**config.mk**
```make
export PLATFORM = sky130hd
export DESIGN_NAME = switch_debouncer
export DESIGN_NICKNAME = d
export VERILOG_FILES = /design/src/rtl/sw_pkg.sv /design/src/rtl/debounce_bit.sv /design/src/rtl/switch_debouncer.sv
export SDC_FILE = /design/constraint.sdc
export NUM_CORES = 1
export LEC_CHECK = 0
export CAP_MARGIN = 20
export CORE_ASPECT_RATIO = 0.8
export CORE_MARGIN = 4
export CORE_UTILIZATION = 56
export DETAILED_ROUTE_END_ITERATION = 12
export PLACE_DENSITY = 0.74
export SLEW_MARGIN = 5
export SYNTH_ARGS = -nofsm -noshare
export SYNTH_HDL_FRONTEND = slang
export SYNTH_HIERARCHICAL = 1
export SYNTH_SLANG_ARGS = --single-unit
```
**constraint.sdc**
```tcl
create_clock -name clk -period 2.45 [get_ports clk]
set_clock_uncertainty 0.05 [all_clocks]
set_input_delay 0.3675 -clock clk [delete_from_list [all_inputs] [get_ports clk]]
set_output_delay 0.3675 -clock clk [all_outputs]
set_load 0.01 [all_outputs]
```
**src/rtl/sw_pkg.sv**
```systemverilog
// Shared constants and helpers for the slide-switch input conditioning path.
package sw_pkg;

    localparam int SW_WIDTH            = 10;
    localparam int CLK_FREQ_HZ         = 50_000_000;
    localparam int DEBOUNCE_US_DEFAULT = 10_000;

    // Cycles a synchronised level must persist before it is accepted.
    // The clock is divided down to cycles-per-microsecond first so the
    // product stays well inside 32 bits for realistic clock rates.
    function automatic int stable_cycles(input int freq, input int us);
        int cyc;
        cyc = (freq / 1_000_000) * us;
        return (cyc < 1) ? 1 : cyc;
    endfunction

endpackage

```
**src/rtl/debounce_bit.sv**
```systemverilog
// One switch bit: two-flop synchroniser, agreement counter, accepted level
// and registered rise/fall strobes.
module debounce_bit #(
    parameter int STABLE_CYCLES = 4
) (
    input  logic clk,
    input  logic rst,
    input  logic sw_raw,
    output logic sw_db,
    output logic sw_rise,
    output logic sw_fall
);

    localparam int CW = $clog2(STABLE_CYCLES + 1);
    localparam logic [CW-1:0] CNT_LAST = CW'(STABLE_CYCLES - 1);

    logic          s1_q;
    logic          s2_q;
    logic [CW-1:0] cnt_q,  cnt_d;
    logic          db_q,   db_d;
    logic          rise_q, rise_d;
    logic          fall_q, fall_d;

    // Any sample agreeing with the accepted level restarts the count, so only
    // an uninterrupted run of STABLE_CYCLES disagreeing samples flips db.
    always_comb begin
        cnt_d  = cnt_q;
        db_d   = db_q;
        rise_d = 1'b0;
        fall_d = 1'b0;
        if (s2_q == db_q) begin
            cnt_d = '0;
        end else if (cnt_q == CNT_LAST) begin
            cnt_d  = '0;
            db_d   = s2_q;
            rise_d = s2_q;
            fall_d = ~s2_q;
        end else begin
            cnt_d = cnt_q + 1'b1;
        end
    end

    always_ff @(posedge clk) begin
        if (rst) begin
            s1_q   <= 1'b0;
            s2_q   <= 1'b0;
            cnt_q  <= '0;
            db_q   <= 1'b0;
            rise_q <= 1'b0;
            fall_q <= 1'b0;
        end else begin
            s1_q   <= sw_raw;
            s2_q   <= s1_q;
            cnt_q  <= cnt_d;
            db_q   <= db_d;
            rise_q <= rise_d;
            fall_q <= fall_d;
        end
    end

    assign sw_db   = db_q;
    assign sw_rise = rise_q;
    assign sw_fall = fall_q;

endmodule

```
**src/rtl/switch_debouncer.sv**
```systemverilog
// Synchronises and debounces the slide-switch bus bit by bit, producing clean
// levels for the LED logic plus per-bit edge strobes and a combined change flag.
module switch_debouncer
    import sw_pkg::*;
#(
    parameter int WIDTH         = SW_WIDTH,
    parameter int CLK_FREQ_HZ   = sw_pkg::CLK_FREQ_HZ,
    parameter int DEBOUNCE_US   = DEBOUNCE_US_DEFAULT,
    parameter int STABLE_CYCLES = stable_cycles(CLK_FREQ_HZ, DEBOUNCE_US)
) (
    input  logic             clk,
    input  logic             rst,
    input  logic [WIDTH-1:0] sw_raw,
    output logic [WIDTH-1:0] sw_db,
    output logic [WIDTH-1:0] sw_rise,
    output logic [WIDTH-1:0] sw_fall,
    output logic             sw_changed
);

    genvar gi;
    generate
        for (gi = 0; gi < WIDTH; gi++) begin : g_bit
            debounce_bit #(
                .STABLE_CYCLES(STABLE_CYCLES)
            ) u_bit (
                .clk    (clk),
                .rst    (rst),
                .sw_raw (sw_raw[gi]),
                .sw_db  (sw_db[gi]),
                .sw_rise(sw_rise[gi]),
                .sw_fall(sw_fall[gi])
            );
        end
    endgenerate

    // Strobes are already registered, so the OR is aligned with them and is
    // naturally low during and after reset.
    assign sw_changed = |(sw_rise | sw_fall);

endmodule

```
# After elaboration in Yosys (flattened, before gate mapping)
# Index checks and enable logic that the tools add are counted.
dict set report totals {
  word_cells 152
  regBits 240
  out_inout_bits 31
  inputBits 12
}
dict set report classes {
  reduce_logical 31
  n_bitwise 31
  add_sub_neg 10
  eq_ne 20
}
# operator count
set op_table {}
lappend op_table {{$add A19 B1 Y19 const B} 10}
lappend op_table {{$eq A19 B19 Y1 const B} 10}
lappend op_table {{$reduce_or A3 Y1} 20}
lappend op_table {{$not A1 Y1} 30}
lappend op_table {{$reduce_and A2 Y1} 10}
lappend op_table {{$eq A1 B1 Y1} 10}
lappend op_table {{$or A10 B10 Y10} 1}
lappend op_table {{$reduce_or A10 Y1} 1}

# Logic depth before layout (Yosys ltp)
# Gate-level depths: netlist of run 1.
dict set report logic_depth {
  depth_word 3
  mapped_depth 6
}

# Modules after synthesis
# The synthesis of run 1 kept the hierarchy.
# module cells_each area_per_inst_um2 instances
set by_module_without_submodules {}
lappend by_module_without_submodules {{debounce_bit (g_bit[0].u_bit ...)} 115 1061.0 9}
lappend by_module_without_submodules {{debounce_bit (g_bit[9].u_bit)} 114 1047.3 1}
lappend by_module_without_submodules {switch_debouncer 7 42.5 1}

# Worst setup path before layout of run 1
# OpenSTA, ideal clock, no wires.
dict set report synth_path {
  kind {register -> register}
  start {register g_bit[0].u_bit.cnt_q[0]}
  end {register g_bit[0].u_bit.cnt_q[18]}
  setup_ps 70
  n_path_buf 0
  arrival_time_ps 1728
  period_less_slack_ps 1848
  path_stages_with_launch 6
  required_ps 2330
  setup_slack_ps 602
  cell_sequence {dfxtp_1 ha_1 nand4_2 or3_1 or4_1 a21oi_1}
}
dict set report synth_via {
  elab_chain_len 2
}
# element line
set synth_lines {}
lappend synth_lines {{from (decl)} debounce_bit.sv:19} ;# logic [CW-1:0] cnt_q, cnt_d;
lappend synth_lines {{from (signal assigned)} debounce_bit.sv:54} ;# cnt_q <= cnt_d;
lappend synth_lines {{branches (longest 2 deep; another with $add A19 B1 Y19)} --}
# Several ways; the timed one is not identified.
# A chain may end at the register's enable or synchronous reset.

# Final worst setup path of run 1
dict set report layout_path {
  start {register g_bit[4].u_bit.rise_q}
  end {output port sw_changed}
}
dict set report layout_via {
  elab_chain_len 2
}
# element line
set layout_lines {}
lappend layout_lines {{from (decl)} debounce_bit.sv:21} ;# logic rise_q, rise_d;
lappend layout_lines {{from (signal assigned)} debounce_bit.sv:56} ;# rise_q <= rise_d;
lappend layout_lines {{$or A10 B10 Y10} switch_debouncer.sv:38} ;# assign sw_changed = |(sw_rise | sw_fall);
lappend layout_lines {{$reduce_or A10 Y1} switch_debouncer.sv:38}
lappend layout_lines {{to (decl)} switch_debouncer.sv:17} ;# output logic sw_changed
# No other way between the ends.

==> results.yml, run 1 <==
worst_hold_path:
  hold_path_depth: 2
  hp-start: "rst"
  hp-class: "input pin to flop"
  min_to: "g_bit[9].u_bit/s1_q"
sta:
  fin_ws_ns: 0.242
  max_freq_mhz: 453
  layout_min_cycle_time_ns: 2.21
  timing.final.crit_share_pct: 90.1
  setup_viol: 0
  slew_headroom_pct: 67.1
  worst_pin_slew_ns: 0.489
  hold_viol_final: 0
  final-max-slew-violation-count: 0
  fin_setup_tns_ns: 0
  rsz0062_at_grt: "false"
final_layout:
  final_util_pct: 66.3
  layout.area.seq_mm2: 0.00480
  fill_cells: 1539
  synthToLayoutAreaGrowth_pct: 14.7
  final_nets: 1244
  drive_gt1_share_pct: 10.4
  antenna_cells: 0
  multi_input_area_mm2: 0.00564
run_status:
  status: "complete, no violations"
synthesis:
  avgSynthCellArea_um2: 9.20
  synth_cell_types: 38
  syn_inst: 1156
  syn_nets: 1178
  yosys_warnings: 6
  yosysTopAreaCell: "dfxtp_1"
  ys_seq_area_share_pct: 45.2
  synth-seq-cells: 240
  netlist_area_mm2: 0.0106
  ys_top_cells_by_area: "dfxtp_1 (45%), xnor2_1 (7.7%), nor2_1 (6.0%)"
  netlist.area_leader.share_pct: 45.2
route:
  wl_um: 21200
  antenna_left: 0
  drt_first_pass_iters: 4
  wl_per_cell_um: 14.2
  drt-vias-per-instance: 5.52
  drtIter0Drc: 609
  route.detailed.drc: 0
  num_vias: 8231
grt:
  globalRouteMet1Util_pct: 28.6
  met3_usage_pct: 3.22
  grt_pass1_vias: 7528
  grt_overflow: 0
  track_usage_pct: 19.6
  antenna_found_initial: 0
  grt-busiest-layer: "met2"
  use_met2_pct: 30.3
  grt_pass1_wl_um: 36200
  grt_max_degree: 28
clock_network:
  cts_sinks: 240
  cts_setup_buffers: 0
  ctsLongestPathBuffers: 3
  cts_inserted_buffers: 24
  root_buffer: "clkbuf_16"
  clk_transition_reported_paths_ns: 0.06
  cts_tree: "done"
  clk_latency_ns: 0.51
  htreeDepth: 1
  cts.repair.resized: 3
  hold_buffers: 0
worst_setup_path:
  crit_type: "flop to output pin"
  rrSetupSlack_ns: 0.44
  worstReg2RegStart: "g_bit[6].u_bit/cnt_q[0]"
  cp.arrival_ns: 1.79
  rr_worst_depth: 5
  crit_path_start_kind: "flop"
  cp-end-kind: "output pin"
  crit_fanout: 2
  timing.rr.end: "g_bit[6].u_bit/cnt_q[18]"
  critPathRequiredTime_ns: 2.03
job:
  cap_violations: 0
floorplanning:
  core-area_mm2: 0.0184
  start_util_pct: 57.9
  die_w_um: 162
  die_height_um: 131
  die_area_mm2: 0.0213
  io_pins: 43
  rows: 44
power_and_ir_drop:
  power_density_mw_per_mm2: 630
  power_mw: 7.68
  ir_drop_mv: 0.653
  power.leakage_nw: 3.77
placement:
  gp_congestion: 0.876
  portBuffers: 42
  place_hpwl_um: 15100
  pre_cts_slack_ns: 0.438
-- per-stage QoR --
stage	cells	hold WS, ns	instance area (um2)
floorplan	1156	0.364	10600
global placement	1449	0.367	11400
detailed placement	1449	0.375	11400
CTS	1491	0.139	12200
global route	1491	0.182	12200
finish	1491	0.153	12200
-- cell families (layout without fill, tap and decap cells) --
group | Yosys count | in the layout | synth area share [%]
DFF | 240 | 240 | 45.2
muxes | 9 | 9 | 0.847
and+or+nand+nor | 633 | 633 | 33.9
xor gates and xnor gates | 140 | 140 | 11.5
buffers and inverters | 42 | 124 | 1.94
adders and majority gates | 10 | 10 | 1.18
AOI/OAI and AO/OA | 82 | 82 | 5.48
-- where the power goes --
group | switching (mW) | internal, mW | leakage, nW
logic | 0.0572 | 0.0508 | 1.44
registers | 0.0120 | 3.92 | 1.94
clock network | 1.47 | 2.17 | 0.399
-- state kept, by name (all words and copies together), names as in the netlist --
signal               flops
g_bit.u_bit/s2_q        10
g_bit.u_bit/sw_db       10
g_bit.u_bit/sw_rise     10
g_bit.u_bit/cnt_q      190
g_bit.u_bit/sw_fall     10
g_bit.u_bit/s1_q        10
-- placed cells by master, fill, tap and decap left out, drive strengths merged, types with 12 or more instances in the layout --
master / Yosys / routed
o21ai: 23 / 23
nor4: 46 / 46
nand2b: 36 / 36
nor2: 169 / 169
or4: 29 / 29
clkdlybuf4s50: 0 / 40
nand2: 50 / 50
nor3: 52 / 52
nor2b: 20 / 20
buf: 19 / 18
or3: 39 / 39
dfxtp: 240 / 240
clkbuf: 0 / 34
nand3: 63 / 63
xor2: 47 / 47
inv: 23 / 23
xnor2: 93 / 93
a21oi: 41 / 41
o31ai: 18 / 18
nand4: 67 / 67
and3: 12 / 12
or2: 27 / 27
-- area by class of cell --
cell class              instances  area share, %
multi-input cells             874           46.2
clock buffers                  34           5.98
repair buffers                 59           4.54
well taps                     253           2.59
clock inverters                 8          0.554
flip-flops and latches        240           39.4
inverters                      23          0.708
-- how the worst max path moves through the flow --
stage / startpoint / endpoint / slack, ns / depth (start not counted)
2_1_floorplan: g_bit[0].u_bit/cnt_q[0] / g_bit[0].u_bit/cnt_q[18] / 0.60 / 5
3_3_place_gp: g_bit[1].u_bit/cnt_q[0] / g_bit[1].u_bit/cnt_q[18] / 0.51 / 5
3_5_place_dp: g_bit[6].u_bit/cnt_q[0] / g_bit[6].u_bit/cnt_q[18] / 0.44 / 5
4_1_cts: g_bit[4].u_bit/sw_rise / sw_changed / 0.20 / 4
5_1_grt: g_bit[7].u_bit/sw_fall / sw_changed / 0.13 / 4
6_report: g_bit[4].u_bit/sw_rise / sw_changed / 0.24 / 4
-- per-layer routing --
layer,routed length [um],up-vias
met4,537,0
li1,-,4246
met3,860,35
met1,10600,3791
met2,9210,159
met5,0,-
-- worst max-delay path, cell delays in order (launching register included) --
cell	delay (ns)
dfxtp_1	0.32
nor4_2	0.31
and3_1	0.22
nand3_1	0.11
dlygate4sd2_1	0.32
-- synthesized netlist by cell type --
cell type / number
nor4b_1: 2
or4_1: 18
nand4_4: 1
nand3_1: 61
or2_1: 9
xnor2_1: 93
mux2i_1: 9
nand4bb_1: 1
nand3b_1: 1
nand2b_1: 36
nor4_1: 46
nand2_1: 50
inv_1: 23
or3b_1: 9
dfxtp_1: 240
nor2b_1: 20
xor2_1: 47
nand3_4: 1
or3_1: 39
nor3_1: 52
a21oi_1: 41
or2_2: 18
nand3_2: 1
nand4_1: 39
buf_2: 9
nand4b_1: 1
or4_2: 1
o21ai_0: 22
o31ai_1: 9
nor2_1: 169
o31ai_4: 9
and4_1: 9
or4_4: 10
o21ai_2: 1
ha_1: 10
nand4_2: 27
buf_4: 10
and3_1: 12
Note: power is estimated with default switching activity, not from simulation.
==> inputs of run 2 (changes only) <==
--- a/config.mk
+++ b/config.mk
@@ -11,6 +11,7 @@
 export CORE_UTILIZATION = 56
 export DETAILED_ROUTE_END_ITERATION = 12
 export PLACE_DENSITY = 0.74
+export RECOVER_POWER = 100
 export SLEW_MARGIN = 5
 export SYNTH_ARGS = -nofsm -noshare
 export SYNTH_HDL_FRONTEND = slang
==> results.yml, run 2 (same netlist as run 1, synthesis figures left out) <==
run_status:
  status: "complete, no violations"
placement:
  dpl_cell_area_mm2: 0.0114
  gp_congestion: 0.876
  portBuffers: 42
  place_hpwl_um: 15100
grt:
  antenna_found_initial: 0
  grt_pass1_wl_um: 36200
  grt_overflow: 0
  grt-busiest-layer: "met2"
  met3_usage_pct: 3.22
  grt_max_degree: 28
  use_met2_pct: 30.3
  track_usage_pct: 19.6
  grt_pass1_vias: 7528
  globalRouteMet1Util_pct: 28.6
route:
  wl_per_cell_um: 14.2
  route.detailed.drc: 0
  drt-vias-per-instance: 5.53
  num_vias: 8252
  drt_first_pass_iters: 5
  wl_um: 21200
  antenna_left: 0
  drtIter0Drc: 589
clock_network:
  cts_setup_buffers: 0
  cts.repair.resized: 3
  cts_inserted_buffers: 24
  root_buffer: "clkbuf_16"
  hold_buffers: 0
  clk_latency_ns: 0.51
  cts_tree: "done"
  htreeDepth: 1
  cts_sinks: 240
  clk_transition_reported_paths_ns: 0.06
  ctsLongestPathBuffers: 3
sta:
  rsz0062_at_grt: "false"
  hold_viol_final: 0
  fin_setup_tns_ns: 0
  final-max-slew-violation-count: 0
  timing.final.crit_share_pct: 90.2
  setup_viol: 0
  slew_headroom_pct: 31.4
  max_freq_mhz: 452
  worst_pin_slew_ns: 1.03
  layout_min_cycle_time_ns: 2.21
final_layout:
  final_cell_area_mm2: 0.0121
  fill_cells: 1565
  final_nets: 1244
  layout.area.seq_mm2: 0.00480
  synthToLayoutAreaGrowth_pct: 13.5
  drive_gt1_share_pct: 8.97
  layout_commonest_cell: "dfxtp_1"
  layout_common_cells: "dfxtp_1 (240), nor2_1 (169), xnor2_1 (93)"
  top_register: "g_bit.u_bit/cnt_q"
  largest_reg_flops: 190
  antenna_cells: 0
  multi_input_area_mm2: 0.00557
worst_setup_path:
  cp-end-kind: "output pin"
  cp.arrival_ns: 1.79
  critPathSlowestCell: "dfxtp_1"
  crit_path_start_kind: "flop"
  critPathRequiredTime_ns: 2.03
  path_cells: "nor4_2 -> and3_1 -> nand3_1 -> dlygate4sd2_1"
  crit_fanout: 2
  slowest_delay_ns: 0.32
  crit_type: "flop to output pin"
power_and_ir_drop:
  power.leakage_nw: 3.81
  ir_drop_mv: 0.651
  power_density_mw_per_mm2: 635
floorplanning:
  rows: 44
  io_pins: 43
  die_height_um: 131
  start_util_pct: 57.9
  die_w_um: 162
  core-area_mm2: 0.0184
  die_area_mm2: 0.0213
worst_hold_path:
  hp-class: "input pin to flop"
job:
  cap_violations: 0
## run 2: cell types whose count changed in the layout (fill, tap and decap cells not counted), sizes merged
cell,before,now
buf,18,4
clkbuf,34,48
dlygate4sd3,0,30
clkdlybuf4s50,40,10
## run 2: critical path: cells and delay by family, from the launching register on
family                 cells  cell delay [ns]
buffers and inverters      1             0.32
flip-flops                 1             0.32
AND/OR/NAND/NOR            3             0.65
## run 2: report_power, final
| part | internal, mW | switching [mW] |
|---|---|---|
| Combinational | 0.0425 | 0.0559 |
| Clock | 2.17 | 1.47 |
| Sequential | 3.92 | 0.0119 |
## run 2: area by class of cell
type / count / area share [%]
multi-input cells: 874 / 46.1
inverters: 23 / 0.715
clock buffers: 34 / 6.04
well taps: 253 / 2.62
flip-flops and latches: 240 / 39.8
repair buffers: 59 / 4.11
clock inverters: 8 / 0.560
## run 2: per-stage QoR
stage / total power, mW / hold WS, ns / worst slack [ns] / std cells / util [%]
6_report: 7.67 / 0.239 / 0.240 / 1491 / 65.7
5_1_grt: 7.93 / 0.293 / 0.0685 / 1491 / 65.7
4_1_cts: 7.78 / 0.139 / 0.197 / 1491 / 66.3
2_1_floorplan: 4.07 / 0.364 / 0.602 / 1156 / -
3_5_place_dp: 4.13 / 0.375 / 0.438 / 1449 / 61.9
3_3_place_gp: 4.13 / 0.367 / 0.513 / 1449 / 61.9
## run 2: routing by layer
metal / part of all wire (%) / wire length (um) / vias to the layer above
li1: - / - / 4245
met1: 50 / 10500 / 3821
met2: 44 / 9240 / 149
met3: 4.0 / 856 / 37
met4: 2.6 / 547 / 0
met5: 0 / 0 / -
## run 2: final timing paths
path / start / to / slack [ns] / cells past startpoint
min reg2reg: g_bit[5].u_bit/s1_q / g_bit[5].u_bit/s2_q / 0.39 / 1
max: g_bit[4].u_bit/sw_rise / sw_changed / 0.24 / 4
max reg2reg: g_bit[8].u_bit/cnt_q[0] / g_bit[8].u_bit/cnt_q[4] / 0.24 / 5
min: rst / g_bit[9].u_bit/s1_q / 0.24 / 2
